**src/rtl/cpu_pkg.sv**
```systemverilog
// cpu_pkg: shared constants for the CPU register file and scoreboard.
//   DATA_W   - default register width in bits
//   NUM_REGS - default number of architectural registers
//   CNT_W    - default width of each pending-write counter
package cpu_pkg;

    localparam int DATA_W   = 16;
    localparam int NUM_REGS = 4;
    localparam int CNT_W    = 2;

endpackage : cpu_pkg

```
**src/rtl/rf_pend_counter.sv**
```systemverilog
// rf_pend_counter: saturating up/down counter tracking in-flight writes to one
// register.
// Ports:
//   clk, reset  - clock, asynchronous active-high reset (counter -> 0)
//   inc         - reservation request; ignored while the counter is at max
//   dec         - writeback to this register; ignored while the counter is 0
//   busy        - counter is non-zero (taken straight from the flops)
//   full        - counter is at its maximum value
//   still_busy  - counter minus this cycle's accepted writeback is non-zero
module rf_pend_counter
    import cpu_pkg::*;
#(
    parameter int CNT_W_P = CNT_W
) (
    input  logic clk,
    input  logic reset,
    input  logic inc,
    input  logic dec,
    output logic busy,
    output logic full,
    output logic still_busy
);

    localparam logic [CNT_W_P-1:0] CNT_MAX  = {CNT_W_P{1'b1}};
    localparam logic [CNT_W_P-1:0] CNT_ZERO = {CNT_W_P{1'b0}};
    localparam logic [CNT_W_P-1:0] CNT_ONE  = CNT_W_P'(1'b1);

    logic [CNT_W_P-1:0] cnt_q;
    logic [CNT_W_P-1:0] cnt_d;
    logic               inc_eff_s;
    logic               dec_eff_s;

    // Saturating next-count: a reservation and a write in the same cycle cancel.
    always_comb begin
        inc_eff_s = inc && (cnt_q != CNT_MAX);
        dec_eff_s = dec && (cnt_q != CNT_ZERO);
        cnt_d     = cnt_q;
        case ({inc_eff_s, dec_eff_s})
            2'b10:   cnt_d = cnt_q + CNT_ONE;
            2'b01:   cnt_d = cnt_q - CNT_ONE;
            default: cnt_d = cnt_q;
        endcase
    end

    // Counter state register.
    always_ff @(posedge clk or posedge reset) begin
        if (reset) begin
            cnt_q <= CNT_ZERO;
        end else begin
            cnt_q <= cnt_d;
        end
    end

    assign busy       = (cnt_q != CNT_ZERO);
    assign full       = (cnt_q == CNT_MAX);
    // A write landing this cycle is bypassed to readers, so it no longer blocks.
    assign still_busy = ((cnt_q - CNT_W_P'(dec_eff_s)) != CNT_ZERO);

endmodule : rf_pend_counter

```
**src/rtl/rf_scoreboard.sv**
```systemverilog
// rf_scoreboard: parametrised register file with write-first bypass and a
// per-register pending-write scoreboard for RAW hazard detection.
// Ports:
//   clk, reset - clock, asynchronous active-high reset (clears all state)
//   rd_addr    - packed read addresses, port p at [p*ADDR_W +: ADDR_W]
//   rd_data    - packed combinational read data (bypassed from writeback)
//   rd_busy    - per port: addressed register still has an outstanding producer
//   wr_en, wr_addr, wr_data - writeback port
//   rsv_en, rsv_addr        - decode reservation of a destination register
//   rsv_full   - reservation target counter saturated; reservation dropped
//   busy_vec   - per register: pending-write counter non-zero (registered)
module rf_scoreboard
    import cpu_pkg::*;
#(
    parameter int DATA_W_P   = DATA_W,
    parameter int NUM_REGS_P = NUM_REGS,
    parameter int ADDR_W     = $clog2(NUM_REGS_P),
    parameter int READ_PORTS = 2,
    parameter int CNT_W_P    = CNT_W,
    parameter bit ZERO_R0    = 1'b0
) (
    input  logic                           clk,
    input  logic                           reset,
    input  logic [READ_PORTS*ADDR_W-1:0]   rd_addr,
    output logic [READ_PORTS*DATA_W_P-1:0] rd_data,
    output logic [READ_PORTS-1:0]          rd_busy,
    input  logic                           wr_en,
    input  logic [ADDR_W-1:0]              wr_addr,
    input  logic [DATA_W_P-1:0]            wr_data,
    input  logic                           rsv_en,
    input  logic [ADDR_W-1:0]              rsv_addr,
    output logic                           rsv_full,
    output logic [NUM_REGS_P-1:0]          busy_vec
);

    localparam logic [ADDR_W-1:0] ADDR_ZERO = {ADDR_W{1'b0}};

    logic [DATA_W_P-1:0]   regs_q [NUM_REGS_P];
    logic [DATA_W_P-1:0]   regs_d [NUM_REGS_P];
    logic [NUM_REGS_P-1:0] busy_s;
    logic [NUM_REGS_P-1:0] full_s;
    logic [NUM_REGS_P-1:0] still_busy_s;
    logic                  wr_ok_s;
    logic [ADDR_W-1:0]     ra_s;

    // Register 0 is hard-wired to zero when ZERO_R0 is set.
    assign wr_ok_s = wr_en && !(ZERO_R0 && (wr_addr == ADDR_ZERO));

    // Storage next-state: commit the writeback value.
    always_comb begin
        regs_d = regs_q;
        if (wr_ok_s) begin
            regs_d[wr_addr] = wr_data;
        end else begin
            regs_d = regs_q;
        end
    end

    // Storage registers.
    always_ff @(posedge clk or posedge reset) begin
        if (reset) begin
            for (int r = 0; r < NUM_REGS_P; r++) begin
                regs_q[r] <= {DATA_W_P{1'b0}};
            end
        end else begin
            regs_q <= regs_d;
        end
    end

    // One pending-write counter per register; register 0 may be tied off.
    for (genvar r = 0; r < NUM_REGS_P; r++) begin : g_cnt
        if (ZERO_R0 && (r == 0)) begin : g_zero
            assign busy_s[r]       = 1'b0;
            assign full_s[r]       = 1'b0;
            assign still_busy_s[r] = 1'b0;
        end else begin : g_live
            rf_pend_counter #(
                .CNT_W_P (CNT_W_P)
            ) u_cnt (
                .clk        (clk),
                .reset      (reset),
                .inc        (rsv_en && (rsv_addr == ADDR_W'(r))),
                .dec        (wr_en && (wr_addr == ADDR_W'(r))),
                .busy       (busy_s[r]),
                .full       (full_s[r]),
                .still_busy (still_busy_s[r])
            );
        end
    end

    assign busy_vec = busy_s;
    assign rsv_full = !reset && rsv_en && full_s[rsv_addr];

    // Read ports: write-first bypass and hazard view, forced to 0 in reset.
    always_comb begin
        rd_data = {(READ_PORTS*DATA_W_P){1'b0}};
        rd_busy = {READ_PORTS{1'b0}};
        ra_s    = ADDR_ZERO;
        for (int p = 0; p < READ_PORTS; p++) begin
            ra_s = rd_addr[p*ADDR_W +: ADDR_W];
            if (reset) begin
                rd_data[p*DATA_W_P +: DATA_W_P] = {DATA_W_P{1'b0}};
                rd_busy[p]                      = 1'b0;
            end else if (wr_ok_s && (wr_addr == ra_s)) begin
                rd_data[p*DATA_W_P +: DATA_W_P] = wr_data;
                rd_busy[p]                      = still_busy_s[ra_s];
            end else begin
                rd_data[p*DATA_W_P +: DATA_W_P] = regs_q[ra_s];
                rd_busy[p]                      = still_busy_s[ra_s];
            end
        end
    end

endmodule : rf_scoreboard

```
**config.mk**
```make
export PLATFORM = sky130hd
export DESIGN_NAME = rf_scoreboard
export DESIGN_NICKNAME = d
export VERILOG_FILES = /design/src/rtl/cpu_pkg.sv /design/src/rtl/rf_pend_counter.sv /design/src/rtl/rf_scoreboard.sv
export SDC_FILE = /design/constraint.sdc
export NUM_CORES = 1
export LEC_CHECK = 0
export CORE_ASPECT_RATIO = 0.7
export CORE_MARGIN = 3
export CORE_UTILIZATION = 50
export CTS_CLUSTER_DIAMETER = 30
export CTS_CLUSTER_SIZE = 24
export DETAILED_ROUTE_END_ITERATION = 12
export GPL_TIMING_DRIVEN = 1
export PLACE_DENSITY_LB_ADDON = 0.2
export SLEW_MARGIN = 30
export SYNTH_ARGS = -nofsm -noshare
export SYNTH_HDL_FRONTEND = slang
export SYNTH_SLANG_ARGS = --single-unit
```
**constraint.sdc**
```tcl
create_clock -name clk -period 3.9 [get_ports clk]
set_clock_uncertainty 0.05 [all_clocks]
set_input_delay 0.78 -clock clk [delete_from_list [all_inputs] [get_ports clk]]
set_output_delay 0.78 -clock clk [all_outputs]
set_load 0.02 [all_outputs]
```
==> results.json, run 1 <==
{
  "viasPerCell": 5.79,
  "globalRouteTotalUtil": 0.228,
  "htreeDepth": 3,
  "drive_above_1_share": 0.338,
  "ios": 67,
  "setup_tns_ps": 0,
  "grt_max_degree": 38,
  "antenna_cells": 0,
  "cp_slowest_cell": "clkdlybuf4s50_1",
  "clockBufferDepth": 2,
  "layout.area.seq_um2": 1800,
  "cp-end-kind": "primary output",
  "route.vias.total": 3225,
  "syn-num-nets": 395,
  "firstDrtPassIters": 4,
  "dp.cells": 541,
  "cp_cell_sequence": "clkdlybuf4s50_1, xnor2_1, and3_1, buf_4, nand2_1, a21oi_1, clkdlybuf4s50_1",
  "required_ps": 3070,
  "cts_resized": 0,
  "critPathKind": "in -> out",
  "critPathMaxStageDelay_ps": 630,
  "start_util": 0.537,
  "die-area_um2": 9960,
  "numPortBuffers": 66,
  "async_flop_share": 1.00,
  "wl_per_cell_um": 19.6,
  "antenna_found_initial": 0,
  "grt_pass1_vias": 3410,
  "fillCellCount": 633,
  "synth-seq-area-share": 0.410,
  "fmax_mhz": 263,
  "clkTransAtPathRegs_ps": 50,
  "synth-seq-cells": 72,
  "crit_top_cell": "clkdlybuf4s50_1",
  "synthesis.instances": 363,
  "post_cts_buffers": 0,
  "syn_avg_cell_area_um2": 12.1,
  "grt_pass1_wl_um": 17700,
  "synth_top_area_share": 0.410,
  "cts_made_buffers": 9,
  "globalRoute.totalOverflow": 0,
  "tightest_slew_ps": 797,
  "setup_violations": 0,
  "post-dp-hpwl_um": 7770,
  "holdBufCountCts": 0,
  "power.leakage_nw": 2.29,
  "synth_area_leaders": "dfrtp_1 41%, mux4_2 17%, mux2_2 14%",
  "worstPathMaxFanout": 10,
  "fp.dieH_um": 84.4,
  "cts_tree": "done",
  "dpl-instance-area_um2": 5230,
  "finalNonFillerCells": 557,
  "clock_sinks": 72,
  "layout.nets": 468,
  "synthTopCellsByCount": "72 x dfrtp_1, 70 x nand2_1, 55 x mux2_2, 34 x a21oi_1, 33 x mux4_2",
  "rsz0062_at_grt": "false",
  "ir_drop_mv": 0.296,
  "synth_edf_count": 0,
  "drv_cap": 0,
  "insertion_delay_ps": 330,
  "core_area_um2": 8180,
  "yosysUniqueCellTypes": 31,
  "placementRows": 27,
  "multi_input_area_um2": 2370,
  "fin_crit_ps": 3800,
  "chipWidth_um": 118,
  "gp_congestion": 0.798,
  "power_mw": 2.84,
  "relSlewSlack": 0.468,
  "ys.flop_type": "dfrtp_1",
  "yosysMostFrequentCell": "dfrtp_1",
  "netlist_area_um2": 4390,
  "routed_wl_um": 10900,
  "area_growth_pct": 26.1,
  "worst_setup_path_start_kind": "input port",
  "ant_nets": 0,
  "hold_viol_final": 0,
  "initialDrtViolationCount": 248,
  "status": "finished clean",
  "fin_crit_sh": 0.974,
  "power_density_nw_per_um2": 513,
  "root_buffer": "clkbuf_16",
  "drv_slew": 0,
  "fin_area_um2": 5530,
  "yosys.area.top_type": "dfrtp_1",
  "ys_warn_count": 0,
  "cp.arrival_ps": 2970,
  "hold_path_class": "reg -> reg",
  "drc_errors": 0
}
metrics by stage:
step	utilization	setup WS, ps	hold WS, ps
global placement	0.640	198	450
CTS	0.677	137	474
floorplan	-	851	441
detailed placement	0.640	139	462
global route	0.677	12.9	492
finish	0.677	102	478
power breakdown:
group	internal, mW	switching, mW	total [mW]
sequential	0.919	0.167	1.09
clock	0.515	0.294	0.808
combinational	0.545	0.399	0.943
total	1.98	0.859	2.84
critical path, delay by kind of cell:
kind	cells	cell delay, ps
buf+inv	3	1410
simple gates	2	330
xor+xnor	1	280
compound gates	1	170
registers in the layout (all words and copies together), names as in the netlist:
signal,cells
g_cnt.g_live.u_cnt.cnt_q,8
regs_q,64
worst paths after layout:
| path | startpoint | endpoint | slack [ps] | depth (start not counted) |
|---|---|---|---|---|
| worst min register to register | regs_q[13]$_DFFE_PP0P_ | regs_q[13]$_DFFE_PP0P_ | 480 | 1 |
| max in group asynchronous | reset | regs_q[54]$_DFFE_PP0P_ | 1970 | 4 |
| worst max register to register | g_cnt[3].g_live.u_cnt.cnt_q[0]$_DFFE_PP0P_ | g_cnt[3].g_live.u_cnt.cnt_q[1]$_DFFE_PP0P_ | 2240 | 5 |
| worst max-delay path | wr_addr[1] | rd_data[26] | 100 | 7 |
| min in group asynchronous | reset | g_cnt[3].g_live.u_cnt.cnt_q[0]$_DFFE_PP0P_ | 1170 | 3 |
| worst min-delay path | regs_q[13]$_DFFE_PP0P_ | regs_q[13]$_DFFE_PP0P_ | 480 | 1 |
logic make-up after synthesis:
logic type / after synthesis / synth area share
mux: 97 / 0.341
buf+inv: 35 / 0.0502
compound gates: 42 / 0.0553
xor+xnor: 16 / 0.0319
flops: 72 / 0.410
simple gates: 97 / 0.0995
fa+ha+maj: 4 / 0.0114
cell usage in the layout (no fill, tap or decap):
cell type and n:
nor2_1 4, or2_2 4, nor3b_1 2, a21oi_1 34
mux2_2 55, dfrtp_1 72, ha_1 4, nand3b_1 1
buf_4 24, nor2b_1 4, nand3_2 1, nand2_1 70
nand3_1 4, xnor2_1 13, a211oi_1 2, mux2_4 9
or3b_1 1, buf_12 3, clkdlybuf4s50_1 66, xor2_1 3
clkinv_2 2, a211o_1 4, mux4_2 33, a311o_2 2
inv_2 1, inv_1 3, nand4b_1 2, and3_1 2
clkbuf_16 9, clkbuf_8 5, nand4_1 1, nand3b_2 1
layout make-up:
cell class,instances,share of cell area
clock buffers,14,0.0531
well taps,116,0.0262
multi-input cells,256,0.428
clock inverters,2,0.00181
flip-flops and latches,72,0.326
repair buffers,93,0.163
inverters,4,0.00271
layer usage:
layer  vias to the layer above  wire, µm  GRT usage
met1                      1665      4790      0.300
met4                         0        80     0.0553
met2                        93      5380      0.374
met3                        10       682     0.0727
met5                         -         0          0
li1                       1457         -          -
(Power assumes the default switching activity.)
==> run 2, diff against run 1 <==
--- a/config.mk
+++ b/config.mk
@@ -7,7 +7,7 @@
 export LEC_CHECK = 0
 export CORE_ASPECT_RATIO = 0.7
 export CORE_MARGIN = 3
-export CORE_UTILIZATION = 50
+export CORE_UTILIZATION = 55
 export CTS_CLUSTER_DIAMETER = 30
 export CTS_CLUSTER_SIZE = 24
 export DETAILED_ROUTE_END_ITERATION = 12
==> run 2 against run 1 <==
Against the previous run:
- cell count decreased by 2.7%
- critical path type unchanged
- sequential share of layout area increased by 0.21 points
- critical endpoint is now rd_busy[1]
- worst hold slack got worse by 1.1 ps
- total power decreased by 1.8%
- fmax increased by 0.87%
- clock-buffer cell count unchanged
- first-iteration DRC count increased by 13%
- wire length decreased by 2.7%
- utilization increased by 5.5 points
- die area decreased by 8.5%
- largest cell class unchanged
==> results.json, run 2 (synthesized netlist as in run 1, its figures left out) <==
{
  "status": "finished clean",
  "start_util": 0.584,
  "setup_tns_ps": 0,
  "worstPathMaxFanout": 6,
  "grt_max_degree": 39,
  "htreeDepth": 3,
  "fmax_mhz": 266,
  "grt_pass1_wl_um": 17600,
  "top_register": "regs_q",
  "post-dp-hpwl_um": 7580,
  "fin_crit_sh": 0.966,
  "cts_resized": 0,
  "insertion_delay_ps": 330,
  "holdBufCountCts": 0,
  "ant_nets": 0,
  "cts_tree": "done",
  "ir_drop_mv": 0.339,
  "firstDrtPassIters": 5,
  "largest_reg_flops": 64,
  "die-area_um2": 9110,
  "wl_per_cell_um": 19.6,
  "antenna_cells": 0,
  "r2r_end": "g_cnt[0].g_live.u_cnt.cnt_q[1]$_DFFE_PP0P_",
  "gp_congestion": 0.815,
  "cp.arrival_ps": 2940,
  "root_buffer": "clkbuf_16",
  "min_to": "regs_q[1]$_DFFE_PP0P_",
  "whs_path_depth": 1,
  "most-common-layout-cells": "72 x dfrtp_1, 70 x nand2_1, 64 x clkdlybuf4s50_1",
  "ios": 67,
  "fin_hold_ws_ps": 477,
  "drive_above_1_share": 0.338,
  "use_met2": 0.422,
  "setup_violations": 0,
  "relSlewSlack": 0.491,
  "rsz0062_at_grt": "false",
  "routed_wl_um": 10600,
  "worst_setup_path_start_kind": "input port",
  "power_density_nw_per_um2": 507,
  "post_cts_buffers": 0,
  "busiest_layer": "met2",
  "reg_top3": "regs_q x64, g_cnt.g_live.u_cnt.cnt_q x8",
  "initialDrtViolationCount": 280,
  "drv_cap": 0,
  "clockBufferDepth": 2,
  "antenna_found_initial": 0,
  "rrSetupSlack_ps": 2200,
  "reg2reg_depth": 5,
  "r2r-start": "g_cnt[0].g_live.u_cnt.cnt_q[0]$_DFFE_PP0P_",
  "drv_slew": 0,
  "required_ps": 3070,
  "globalRoute.totalOverflow": 0,
  "grt_pass1_vias": 3541,
  "core_area_um2": 7510,
  "viasPerCell": 6.08,
  "min_from": "regs_q[1]$_DFFE_PP0P_",
  "numPortBuffers": 66,
  "hold_path_class": "reg -> reg",
  "drc_errors": 0,
  "fin_crit_ps": 3770,
  "cp-end-kind": "primary output",
  "power.leakage_nw": 2.31,
  "critPathKind": "in -> out",
  "globalRouteTotalUtil": 0.252,
  "fp.dieH_um": 80.7,
  "grt_util_met1": 0.329,
  "hold_viol_final": 0,
  "chipWidth_um": 113,
  "tightest_slew_ps": 762,
  "clkTransAtPathRegs_ps": 50,
  "final_common_cell": "dfrtp_1",
  "area_growth_pct": 25.3,
  "clock_sinks": 72,
  "cp-startpoint": "wr_addr[0]",
  "cts_made_buffers": 9,
  "route.vias.total": 3297,
  "grtUsageMet3": 0.0640,
  "placementRows": 26,
  "layout.nets": 473
}
## run 2: cell count changes in the layout (fill, tap and decap cells not counted)
cell	change
clkdlybuf4s50_1	-2
dlymetal6s2s_1	+2
buf_4	+7
clkinv_2	-2
clkbuf_1	+2
buf_12	-2
clkbuf_8	-2
## run 2: worst max-delay path by stage
| stage | slack (ps) | depth (start not counted) | to |
|---|---|---|---|
| after floorplan | 850 | 3 | g_cnt[0].g_live.u_cnt.cnt_q[0]$_DFFE_PP0P_ |
| after global placement | 120 | 6 | rd_busy[1] |
| after detailed placement | 120 | 7 | rd_data[22] |
| after CTS | 100 | 6 | rd_busy[1] |
| after global routing | 80 | 6 | rd_busy[1] |
| final | 130 | 6 | rd_busy[1] |
## run 2: layout make-up
class                      instances  area (µm²)
fill                             513        2020
clock buffer                      14         274
timing repair buffer              98         918
tap                               98         123
sequential                        72        1800
multi-input combinational        256        2370
inverter                           4        15.0
## run 2: per-stage QoR
step / setup WS (ps) / power, mW / cells / utilization / area (µm²)
finish: 134 / 2.79 / 542 / 0.732 / 5500
detailed placement: 117 / 2.04 / 528 / 0.695 / 5220
global route: 79.6 / 2.94 / 542 / 0.732 / 5500
floorplan: 851 / 1.72 / 363 / - / 4390
global placement: 117 / 2.00 / 528 / 0.695 / 5220
CTS: 97.1 / 2.80 / 542 / 0.731 / 5490
## run 2: critical path, cell delays in order
cell and delay, ps:
clkdlybuf4s50_1 640, or3b_1 240, a211oi_1 100, a311o_2 360
a21oi_1 180, clkdlybuf4s50_1 640
## run 2: where the power goes
part | leakage [nW] | internal (mW) | total, mW | switching [mW]
registers | 0.851 | 0.919 | 1.08 | 0.162
logic | 1.32 | 0.545 | 0.947 | 0.402
clock network | 0.135 | 0.476 | 0.759 | 0.283
## run 2: layer usage
layer	vias to the layer above	wire, µm
met5	-	0
met4	0	211
met3	24	627
met2	129	5210
met1	1675	4590
li1	1469	-
==> run 3, diff against run 2 <==
==> constraint.sdc (replaced) <==
create_clock -name clk -period 3.65 [get_ports clk]
set_clock_uncertainty 0.05 [all_clocks]
set_input_delay 0.73 -clock clk [delete_from_list [all_inputs] [get_ports clk]]
set_output_delay 0.73 -clock clk [all_outputs]
set_load 0.02 [all_outputs]
==> run 3 against run 2 <==
Against the previous run:
- cell count grew 0.18%
- worst hold slack lost 3.3 ps
- global-route usage is essentially flat
- largest power group unchanged
- flip-flop and latch count is the same
- non-clock buffer count grew 1
- total power grew 5.0%
- critical path depth is the same
- clock-buffer cell count shrank 1
- register-to-register slack lost 250 ps
- critical path type unchanged
- sequential power grew 7%
==> results.json, run 3 (synthesized netlist as in run 1, its figures left out) <==
{
  "start_util": 0.584,
  "worst_slack_ps": 70.0,
  "hold_viol_final": 0,
  "placementRows": 26,
  "cp-startpoint": "rd_addr[1]",
  "grt_pass1_vias": 3441,
  "rrSetupSlack_ps": 1950,
  "cp_cell_sequence": "clkdlybuf4s50_1, buf_12, mux4_2, nand2_1, a21oi_1, clkdlybuf4s50_1",
  "reg_top3": "regs_q x64, g_cnt.g_live.u_cnt.cnt_q x8",
  "critPathKind": "in -> out",
  "post_cts_buffers": 0,
  "setup_violations": 0,
  "rsz0062_at_grt": "false",
  "initialDrtViolationCount": 198,
  "top_register": "regs_q",
  "drive_above_1_share": 0.339,
  "layout.nets": 474,
  "post-dp-hpwl_um": 7680,
  "critPathBufInv": 3,
  "root_buffer": "clkbuf_16",
  "antenna_found_initial": 0,
  "clock_sinks": 72,
  "fin_crit_ps": 3580,
  "area_growth_pct": 25.6,
  "drt-met1-wl_um": 4690,
  "drv_cap": 0,
  "cp-end-kind": "primary output",
  "status": "finished clean",
  "htreeDepth": 3,
  "power_density_nw_per_um2": 531,
  "globalRoute.totalOverflow": 0,
  "cts_tree": "done",
  "core_area_um2": 7510,
  "r2r-start": "g_cnt[0].g_live.u_cnt.cnt_q[0]$_DFFE_PP0P_",
  "relSlewSlack": 0.686,
  "clkTransAtPathRegs_ps": 50,
  "ir_drop_mv": 0.470,
  "hold_path_class": "reg -> reg",
  "critPathMaxStageDelay_ps": 600,
  "routed_wl_um": 10700,
  "antenna_cells": 0,
  "pre_cts_ws_ps": -61.0,
  "cp.arrival_ps": 2800,
  "route.vias.total": 3234,
  "power_mw": 2.93,
  "largest_reg_flops": 64,
  "drv_slew": 0,
  "min_from": "regs_q[28]$_DFFE_PP0P_",
  "insertion_delay_ps": 330,
  "grt_pass1_wl_um": 17600,
  "wl_per_cell_um": 19.7,
  "gp_congestion": 0.857,
  "worst_setup_path_start_kind": "input port",
  "wl_met3_um": 602,
  "crit_top_cell": "clkdlybuf4s50_1",
  "grt_max_degree": 37,
  "globalRouteTotalUtil": 0.252,
  "drc_errors": 0,
  "cts_made_buffers": 9,
  "viasPerCell": 5.96,
  "crit_family": "buffers and inverters",
  "clockBufferDepth": 2,
  "cp_slowest_cell": "clkdlybuf4s50_1",
  "most-common-layout-cells": "72 x dfrtp_1, 70 x nand2_1, 55 x mux2_2",
  "fmax_mhz": 279,
  "worstPathMaxFanout": 20,
  "final_common_cell": "dfrtp_1",
  "power.leakage_nw": 2.49,
  "fp.dieH_um": 80.7,
  "fin_crit_sh": 0.981,
  "ant_nets": 0,
  "chipWidth_um": 113,
  "required_ps": 2870,
  "ios": 67,
  "wl_met2_um": 5320,
  "top_layer_used": "met4",
  "numPortBuffers": 66,
  "die-area_um2": 9110,
  "tightest_slew_ps": 471,
  "holdBufCountCts": 0,
  "firstDrtPassIters": 4
}
run 3: what timing repair did:
action                                 CTS  global route
cloned                                   0             0
setup endpoints to repair               13            17
gates resized for setup                 13            12
endpoints found under the hold margin    0             0
run 3: worst paths after layout:
| check | to | depth (start not counted) |
|---|---|---|
| min in group asynchronous | regs_q[50]$_DFFE_PP0P_ | 5 |
| min | regs_q[28]$_DFFE_PP0P_ | 1 |
| max in group asynchronous | regs_q[12]$_DFFE_PP0P_ | 5 |
| max reg2reg | g_cnt[0].g_live.u_cnt.cnt_q[1]$_DFFE_PP0P_ | 5 |
| max | rd_data[1] | 6 |
| min reg2reg | regs_q[28]$_DFFE_PP0P_ | 1 |
run 3: worst register-to-register path, cell delays in order, from the launching register on:
cell and delay (ps):
dfrtp_1 460, or2_2 330, nor2b_1 140, ha_1 340, nor2_1 150, xor2_1 160
run 3: cell type report:
type / instances / area [µm²]
clock buffer: 13 / 250
clock inverter: 1 / 5.00
fill: 529 / 2000
inverter: 4 / 15.0
multi-input combinational: 256 / 2370
sequential: 72 / 1800
tap: 98 / 123
timing repair buffer: 99 / 945
run 3: through the flow:
stage	instances	setup TNS [ps]	hold slack [ps]	utilization	instance area, µm²
detailed placement	529	-287	461	0.697	5240
finish	543	0	474	0.734	5510
global placement	529	0	451	0.697	5240
global route	543	0	488	0.734	5510
CTS	543	0	472	0.729	5480
floorplan	363	0	441	-	4390
run 3: report_power, final:
group,total (mW),switching (mW),internal [mW]
logic,1.00,0.434,0.567
registers,1.16,0.174,0.982
clock network,0.769,0.299,0.470
total,2.93,0.907,2.02
run 3: metal layers:
| layer | vias up | track usage |
|---|---|---|
| met5 | - | 0 |
| met4 | 0 | 0.0792 |
| met3 | 9 | 0.0670 |
| met2 | 95 | 0.416 |
| met1 | 1662 | 0.332 |
| li1 | 1468 | - |
